<file path="config.mk">
export PLATFORM = sky130hd
export DESIGN_NAME = array_pq_param
export DESIGN_NICKNAME = d
export VERILOG_FILES = /design/src/rtl/pq_pkg.sv /design/src/rtl/pq_slot.sv /design/src/rtl/array_pq_param.sv
export SDC_FILE = /design/constraint.sdc
export NUM_CORES = 2
export LEC_CHECK = 0
export ABC_AREA = 1
export BUFFER_PORTS_ARGS = -buffer_cell sky130_fd_sc_hd__buf_2
export CAP_MARGIN = 25
export CORE_AREA = 2 2 451 229
export DETAILED_ROUTE_END_ITERATION = 8
export DIE_AREA = 0 0 453 231
export PLACE_DENSITY = 0.81
export SLEW_MARGIN = 20
export SYNTH_ARGS = -nofsm -noshare
export SYNTH_HDL_FRONTEND = slang
export SYNTH_SLANG_ARGS = --single-unit
</file>
<file path="constraint.sdc">
create_clock -name clk_i -period 26.3 [get_ports clk_i]
set_clock_uncertainty 0.2 [all_clocks]
set_input_delay 1.315 -clock clk_i [delete_from_list [all_inputs] [get_ports clk_i]]
set_output_delay 1.315 -clock clk_i [all_outputs]
set_load 0.005 [all_outputs]
</file>
<file path="src/rtl/pq_pkg.sv">
// Shared types and defaults for the array priority queue.
package pq_pkg;

    // Queue operation codes; values 5..7 are rejected as illegal.
    typedef enum logic [2:0] {
        OP_NOP      = 3'd0,
        OP_PUSH     = 3'd1,
        OP_POP      = 3'd2,
        OP_DROP_ID  = 3'd3,
        OP_DROP_IDX = 3'd4
    } pq_op_e;

    // Per-slot register source select.
    typedef enum logic [1:0] {
        SEL_HOLD = 2'd0,  // keep current contents
        SEL_PREV = 2'd1,  // shift in from lower-index neighbour (insert)
        SEL_NEXT = 2'd2,  // shift in from higher-index neighbour (remove)
        SEL_LOAD = 2'd3   // load the pushed entry
    } slot_sel_e;

    localparam int PQ_DEPTH  = 16;
    localparam int PQ_DATA_W = 24;
    localparam int PQ_ID_W   = 24;

endpackage

</file>
<file path="src/rtl/pq_slot.sv">
// One priority-queue slot: register, "pushed key belongs here or earlier"
// compare, and the hold/shift-in/shift-out/load mux.
module pq_slot
    import pq_pkg::*;
#(
    parameter int DATA_W   = PQ_DATA_W,
    parameter int ID_W     = PQ_ID_W,
    parameter int WRAP_CMP = 0
) (
    input  logic                   clk_i,
    input  logic                   rst_i,
    input  slot_sel_e              sel_i,
    input  logic [DATA_W+ID_W:0]   prev_i,
    input  logic [DATA_W+ID_W:0]   next_i,
    input  logic [DATA_W+ID_W:0]   load_i,
    output logic [DATA_W+ID_W:0]   cell_o,
    output logic                   ins_o
);

    typedef struct packed {
        logic [DATA_W-1:0] data;
        logic [ID_W-1:0]   id;
        logic              valid;
    } cell_t;

    cell_t cell_q, cell_d, load_c;

    // a < b, either plain unsigned or serial-number (wrap-aware) ordering.
    function automatic logic key_less(input logic [DATA_W-1:0] a,
                                      input logic [DATA_W-1:0] b);
        logic [DATA_W-1:0] diff;
        diff = a - b;
        if (WRAP_CMP != 0) return diff[DATA_W-1];
        else               return a < b;
    endfunction

    assign load_c = cell_t'(load_i);
    assign cell_o = cell_q;
    // Equal keys are not-less, so a pushed entry lands behind its equals.
    assign ins_o  = !cell_q.valid || key_less(load_c.data, cell_q.data);

    // Select the next slot contents.
    always_comb begin
        cell_d = cell_q;
        case (sel_i)
            SEL_PREV: cell_d = cell_t'(prev_i);
            SEL_NEXT: cell_d = cell_t'(next_i);
            SEL_LOAD: cell_d = load_c;
            default:  cell_d = cell_q;
        endcase
    end

    // Slot register, cleared asynchronously.
    always_ff @(posedge clk_i or posedge rst_i) begin
        if (rst_i) cell_q <= '0;
        else       cell_q <= cell_d;
    end

endmodule

</file>
<file path="src/rtl/array_pq_param.sv">
// Systolic shift-register priority queue: min key first, FIFO among equal keys.
// One operation per clock: PUSH, POP, DROP_ID, DROP_IDX.
// Optional feature macro PQ_OVERFLOW_EVICT_EN: PUSH into a full queue evicts
// the largest entry (possibly the pushed one) on evict_* instead of err_o.
module array_pq_param
    import pq_pkg::*;
#(
    parameter int DEPTH    = PQ_DEPTH,
    parameter int DATA_W   = PQ_DATA_W,
    parameter int ID_W     = PQ_ID_W,
    parameter int WRAP_CMP = 0
) (
    input  logic                         clk_i,
    input  logic                         rst_i,
    input  logic                         op_valid_i,
    input  logic [2:0]                   op_i,
    input  logic [DATA_W-1:0]            push_data_i,
    input  logic [ID_W-1:0]              push_id_i,
    input  logic [ID_W-1:0]              drop_id_i,
    input  logic [$clog2(DEPTH)-1:0]     drop_idx_i,
    output logic                         op_ready_o,
    output logic                         pop_valid_o,
    output logic [DATA_W-1:0]            pop_data_o,
    output logic [ID_W-1:0]              pop_id_o,
    output logic                         head_valid_o,
    output logic [DATA_W-1:0]            head_data_o,
    output logic [ID_W-1:0]              head_id_o,
    output logic                         drop_hit_o,
    output logic                         drop_miss_o,
    output logic                         err_o,
`ifdef PQ_OVERFLOW_EVICT_EN
    output logic                         evict_valid_o,
    output logic [DATA_W-1:0]            evict_data_o,
    output logic [ID_W-1:0]              evict_id_o,
`endif
    output logic [$clog2(DEPTH+1)-1:0]   count_o,
    output logic                         full_o,
    output logic                         empty_o
);

    localparam int CNT1_W = $clog2(DEPTH+1);

    typedef struct packed {
        logic [DATA_W-1:0] data;
        logic [ID_W-1:0]   id;
        logic              valid;
    } cell_t;

    cell_t             cells  [DEPTH];
    cell_t             prev_c [DEPTH];
    cell_t             next_c [DEPTH];
    cell_t             load_c;
    slot_sel_e         sel    [DEPTH];
    logic [DEPTH-1:0]  ins;
    logic [DEPTH-1:0]  ins_prev;
    logic [DEPTH-1:0]  rm_mask;
    logic              push_en;
    logic              seen;
    logic              accept;
    logic              full, empty;

    logic [CNT1_W-1:0] count_q, count_d;
    logic              pop_valid_q, pop_valid_d;
    logic [DATA_W-1:0] pop_data_q, pop_data_d;
    logic [ID_W-1:0]   pop_id_q, pop_id_d;
    logic              drop_hit_q, drop_hit_d;
    logic              drop_miss_q, drop_miss_d;
    logic              err_q, err_d;
`ifdef PQ_OVERFLOW_EVICT_EN
    logic              evict_valid_q, evict_valid_d;
    logic [DATA_W-1:0] evict_data_q, evict_data_d;
    logic [ID_W-1:0]   evict_id_q, evict_id_d;
`endif

    assign op_ready_o = !rst_i;
    assign accept     = op_valid_i && op_ready_o;
    assign full       = (count_q == CNT1_W'(DEPTH));
    assign empty      = (count_q == '0);
    assign load_c     = '{data: push_data_i, id: push_id_i, valid: 1'b1};
    assign ins_prev   = {ins[DEPTH-2:0], 1'b0};

    for (genvar i = 0; i < DEPTH; i++) begin : g_slot
        if (i == 0) begin : g_first
            assign prev_c[i] = '0;
        end else begin : g_mid_p
            assign prev_c[i] = cells[i-1];
        end
        if (i == DEPTH-1) begin : g_last
            assign next_c[i] = '0;
        end else begin : g_mid_n
            assign next_c[i] = cells[i+1];
        end

        pq_slot #(
            .DATA_W   (DATA_W),
            .ID_W     (ID_W),
            .WRAP_CMP (WRAP_CMP)
        ) u_slot (
            .clk_i  (clk_i),
            .rst_i  (rst_i),
            .sel_i  (sel[i]),
            .prev_i (prev_c[i]),
            .next_i (next_c[i]),
            .load_i (load_c),
            .cell_o (cells[i]),
            .ins_o  (ins[i])
        );
    end

    // Decode the accepted operation into insert/remove intent, count and pulses.
    always_comb begin
        count_d     = count_q;
        pop_valid_d = 1'b0;
        pop_data_d  = pop_data_q;
        pop_id_d    = pop_id_q;
        drop_hit_d  = 1'b0;
        drop_miss_d = 1'b0;
        err_d       = 1'b0;
        push_en     = 1'b0;
        rm_mask     = '0;
        seen        = 1'b0;
`ifdef PQ_OVERFLOW_EVICT_EN
        evict_valid_d = 1'b0;
        evict_data_d  = evict_data_q;
        evict_id_d    = evict_id_q;
`endif
        if (accept) begin
            case (pq_op_e'(op_i))
                OP_NOP: ;
                OP_PUSH: begin
                    if (!full) begin
                        push_en = 1'b1;
                        count_d = count_q + CNT1_W'(1);
                    end else begin
`ifdef PQ_OVERFLOW_EVICT_EN
                        // Full: the largest of {tail, pushed} leaves via evict_*.
                        evict_valid_d = 1'b1;
                        if (ins[DEPTH-1]) begin
                            push_en      = 1'b1;
                            evict_data_d = cells[DEPTH-1].data;
                            evict_id_d   = cells[DEPTH-1].id;
                        end else begin
                            evict_data_d = push_data_i;
                            evict_id_d   = push_id_i;
                        end
`else
                        err_d = 1'b1;
`endif
                    end
                end
                OP_POP: begin
                    if (empty) begin
                        err_d = 1'b1;
                    end else begin
                        pop_valid_d = 1'b1;
                        pop_data_d  = cells[0].data;
                        pop_id_d    = cells[0].id;
                        rm_mask     = '1;
                        count_d     = count_q - CNT1_W'(1);
                    end
                end
                OP_DROP_ID: begin
                    // Prefix-OR of matches: first hit and everything above shifts down.
                    for (int i = 0; i < DEPTH; i++) begin
                        seen = seen || (cells[i].valid && (cells[i].id == drop_id_i));
                        rm_mask[i] = seen;
                    end
                    if (seen) begin
                        drop_hit_d = 1'b1;
                        count_d    = count_q - CNT1_W'(1);
                    end else begin
                        drop_miss_d = 1'b1;
                    end
                end
                OP_DROP_IDX: begin
                    if (int'(drop_idx_i) < int'(count_q)) begin
                        for (int i = 0; i < DEPTH; i++) begin
                            rm_mask[i] = (i >= int'(drop_idx_i));
                        end
                        drop_hit_d = 1'b1;
                        count_d    = count_q - CNT1_W'(1);
                    end else begin
                        drop_miss_d = 1'b1;
                    end
                end
                default: err_d = 1'b1;
            endcase
        end
    end

    // Per-slot source: insert point loads, slots behind it shift up; removal shifts down.
    always_comb begin
        for (int i = 0; i < DEPTH; i++) begin
            sel[i] = SEL_HOLD;
            if (push_en && ins[i]) begin
                sel[i] = ins_prev[i] ? SEL_PREV : SEL_LOAD;
            end else if (rm_mask[i]) begin
                sel[i] = SEL_NEXT;
            end
        end
    end

    // Count, result registers and one-cycle pulses.
    always_ff @(posedge clk_i or posedge rst_i) begin
        if (rst_i) begin
            count_q     <= '0;
            pop_valid_q <= 1'b0;
            pop_data_q  <= '0;
            pop_id_q    <= '0;
            drop_hit_q  <= 1'b0;
            drop_miss_q <= 1'b0;
            err_q       <= 1'b0;
        end else begin
            count_q     <= count_d;
            pop_valid_q <= pop_valid_d;
            pop_data_q  <= pop_data_d;
            pop_id_q    <= pop_id_d;
            drop_hit_q  <= drop_hit_d;
            drop_miss_q <= drop_miss_d;
            err_q       <= err_d;
        end
    end

`ifdef PQ_OVERFLOW_EVICT_EN
    // Eviction result register and pulse.
    always_ff @(posedge clk_i or posedge rst_i) begin
        if (rst_i) begin
            evict_valid_q <= 1'b0;
            evict_data_q  <= '0;
            evict_id_q    <= '0;
        end else begin
            evict_valid_q <= evict_valid_d;
            evict_data_q  <= evict_data_d;
            evict_id_q    <= evict_id_d;
        end
    end

    assign evict_valid_o = evict_valid_q;
    assign evict_data_o  = evict_data_q;
    assign evict_id_o    = evict_id_q;
`endif

    assign pop_valid_o  = pop_valid_q;
    assign pop_data_o   = pop_data_q;
    assign pop_id_o     = pop_id_q;
    assign drop_hit_o   = drop_hit_q;
    assign drop_miss_o  = drop_miss_q;
    assign err_o        = err_q;
    assign head_valid_o = cells[0].valid;
    assign head_data_o  = cells[0].data;
    assign head_id_o    = cells[0].id;
    assign count_o      = count_q;
    assign full_o       = full;
    assign empty_o      = empty;

endmodule
</file>
==> key figures <==
Run status
  • Status: finished, violations left
  • Failing checks: DRC

Worst setup path
  • Crit path buffers/inverters: 7
  • CP required: 26720 ps
  • Most frequent CP cell: nand2_1
  • CP max FO: 49
  • Arr. time, crit path: 7030 ps
  • FF-to-FF setup slack: 20610 ps
  • Critical path class: input pin to register
  • Crit-path leading delay family: buffers and inverters
  • CP endpoint kind: register
  • Slowest CP cell: nor4_1
  • Crit-path max cell delay: 860 ps
  • Critical Path Start Type: input pin
  • Crit-path cells: buf_2 > inv_2 > nand2_1 > nand4_1 > nor4_1 > nand2_1 > nor2_1 > nand2_1 > inv_1 > nor2_1 > nand4_1 > nor2_1 > nand4_1 > nand2_1 > nand2_2 > buf_4 > nand2_2 > buf_12 > nand2_2 > buf_4 > inv_2 > nand2_1 > nand2_1

Logic synthesis
  • Synth Area in Adders: 8.10%
  • Synth Warn #: 0
  • Post-synth EDFFs: 0
  • Mux share of post-synthesis cell area: 0%
  • Distinct cells, synth: 59
  • Dominant cells by area after synthesis: dfrtp_1, nand2_1, ha_1
  • XOR/XNOR share of the synthesized area: 1.75%
  • Yosys top cell area share: 36.3%
  • Register area share after synthesis: 36.3%
  • Post-synthesis simple-gate area fraction: 19.9%
  • Largest family of logic cells by synthesized area: compound AO/OA/AOI/OAI gates
  • Synth Area in Compound Gates: 22.9%
  • Mapped Area: 58000 um2
  • Largest area contributor in the netlist: dfrtp_1
  • FFs w/ async S/R, synth: 100%
  • Syn_nets: 8243
  • Top_reg_cell synth: dfrtp_1
  • Number of synthesized register bits: 841
  • Mean post-synth cell area: 7.45 um2
  • Post-Syn Instances: 7786

Floorplanning
  • Core Area: 101000 um2
  • Die ar.: 105000 um2
  • Die width: 453 um
  • I/O pin count: 191
  • Vert. Die Dim: 231 um
  • Starting Density: 57.3%
  • Num rows: 83

STA
  • Post-layout minimum cycle time: 6610 ps
  • F_max: 151 MHz
  • Finish-stage setup viols: 0
  • Setup TNS Final: 0 ps
  • Worst-Margin Slew: 1220 ps
  • Fin. max-slew vios: 0
  • Fin crit share: 25.1%
  • RSZ-0062 raised after global routing: no
  • Max-slew headroom: 18.7%
  • Final Hold Vio Count: 0

Final layout
  • Layout area overhead: 6.84%
  • Layout cells sized above 1: 7.50%
  • Final Instance Area: 62000 um2
  • Post-Layout Cell Count: 9052
  • NumNets Final: 8076
  • Fillers: 9146
  • Most frequent cells in the layout: nand2_1, inv_1, dfrtp_1
  • Commonest non-fill, non-tap cell in the layout: nand2_1

Clock network
  • Clock latency on the worst-skew pair: 740 ps
  • Clock root buffer: clkbuf_16
  • H-tree level count: 3
  • CTS clock-pin slew for the worst setup and hold paths: 60 ps
  • Max Root-Sink Buffers: 3
  • Cts bufs inserted: 84
  • Cts hold-fix bufs: 0
  • # resized after CTS: 0
  • CTS tree: built
  • Clock Sinks: 841
  • Setup Fix Bufs, Post-CTS: 0

Run
  • Maxcap violations: 0

Detailed routing
  • DRC viols: 77
  • Total wire length: 279000 um
  • Via count: 64400
  • Wire per inst: 30.8 um
  • 1st-iter DRT viols: 12200
  • DRT Pass-1 Iters: 9
  • Vias per Instance: 7.12
  • Antenna-violating nets left: 0

Place
  • RD Place Congestion: 1.15
  • Placed cells: 8889
  • DP Wirelength: 205000 um
  • Placed cell area: 59100 um2
  • Port bufs: 190

GRT
  • M1 GR Usage: 73.1%
  • Vias in the first global route: 58800
  • Busiest grt layer: met1
  • GR Layer Usage met2: 63.8%
  • Initial antenna violation count: 10
  • First-pass GRT wire length: 402000 um
  • Largest net degree at the start of global routing: 133
  • Met3 usage: 30.9%
  • GRT Util Overall: 51.9%
  • GR Overflow Total: 0

Power and ir drop
  • Maximum vdd drop: 0.0677 mV
  • P per Cell Area: 104 nW/um2
  • Leakage Power: 28.8 nW

Hold path
  • Tightest Hold Check Type: register to register
[synthesized netlist by cell type (75+ instances only)]
cell type,number
a21oi_1,365
o22ai_1,487
xnor2_1,75
nand4_1,121
inv_1,923
dfrtp_1,841
o221ai_1,281
o211ai_1,129
ha_1,374
clkbuf_1,324
nor2_1,647
nand3_1,508
buf_4,81
o21ai_0,662
nand2_1,1335
buf_2,142
[where the power goes]
part           leakage, nW  internal [W]  total, W  switching, W
Combinational         17.1      0.000868   0.00255       0.00169
Clock                 1.37      0.000692   0.00131      0.000618
Sequential            10.4       0.00186   0.00259      0.000735
Total                 28.8       0.00342   0.00646       0.00304
[worst paths after layout]
kind | start | end | cells after the start
setup reg to reg | g_slot[1].u_slot.cell_o[48]$_DFFE_PP0P_ | g_slot[1].u_slot.cell_o[25]$_DFFE_PP0P_ | 15
max in group asynchronous | rst_i | g_slot[0].u_slot.cell_o[17]$_DFFE_PP0P_ | 6
min in group asynchronous | rst_i | g_slot[13].u_slot.cell_o[39]$_DFFE_PP0P_ | 2
setup / recovery | drop_id_i[8] | g_slot[14].u_slot.cell_o[31]$_DFFE_PP0P_ | 23
hold reg to reg | pop_data_o[4]$_DFFE_PP0P_ | pop_data_o[4]$_DFFE_PP0P_ | 2
hold / removal | pop_data_o[4]$_DFFE_PP0P_ | pop_data_o[4]$_DFFE_PP0P_ | 2
[worst min-delay path: cells and delay by family, from the launching register on]
family             cells  cell delay, ps
AOI/OAI and AO/OA      1              60
DFF                    1             340
and+or+nand+nor        1              50
[registers in the layout, summed over array words and instances (netlist names)]
register / cells
g_slot.u_slot.cell_o: 784
err_o: 1
pop_data_o: 24
count_o: 5
drop_hit_o: 1
pop_valid_o: 1
pop_id_o: 24
drop_miss_o: 1
[cell type report]
class | count | area (um2) | area share (%)
antenna | 7 | 17.5 | 0.0283
clock buffer | 116 | 2380 | 3.85
clock inverter | 36 | 407 | 0.656
inverter | 985 | 3710 | 5.98
multi-input combinational | 5378 | 30700 | 49.5
sequential | 841 | 21000 | 33.9
tap | 1360 | 1700 | 2.75
timing repair buffer | 329 | 2060 | 3.33
[metal layers]
| layer | wire length (um) | vias up |
|---|---|---|
| met4 | 11800 | 32 |
| met3 | 55600 | 964 |
| met1 | 111000 | 30700 |
| met2 | 99900 | 6104 |
| li1 | - | 26600 |
| met5 | 782 | - |
[logic make-up after synthesis]
logic type | count (synthesis)
flip-flops | 841
AND/OR/NAND/NOR | 2748
adder cells (fa/ha/maj) | 375
buffers and inverters | 1567
AO/OA/AOI/OAI | 2139
XOR/XNOR | 116
[stage by stage]
step | worst slack, ps | hold slack (ps) | util (%) | power [W]
global route | 19920 | 300 | 61.2 | 0.00672
detailed placement | 19360 | 267 | 58.4 | 0.00492
floorplan | 1100 | 265 | - | 0.00389
finish | 19690 | 282 | 61.2 | 0.00646
global placement | 19470 | 261 | 58.4 | 0.00483
CTS | 20110 | 284 | 61.1 | 0.00621
(Power assumes the default switching activity.)
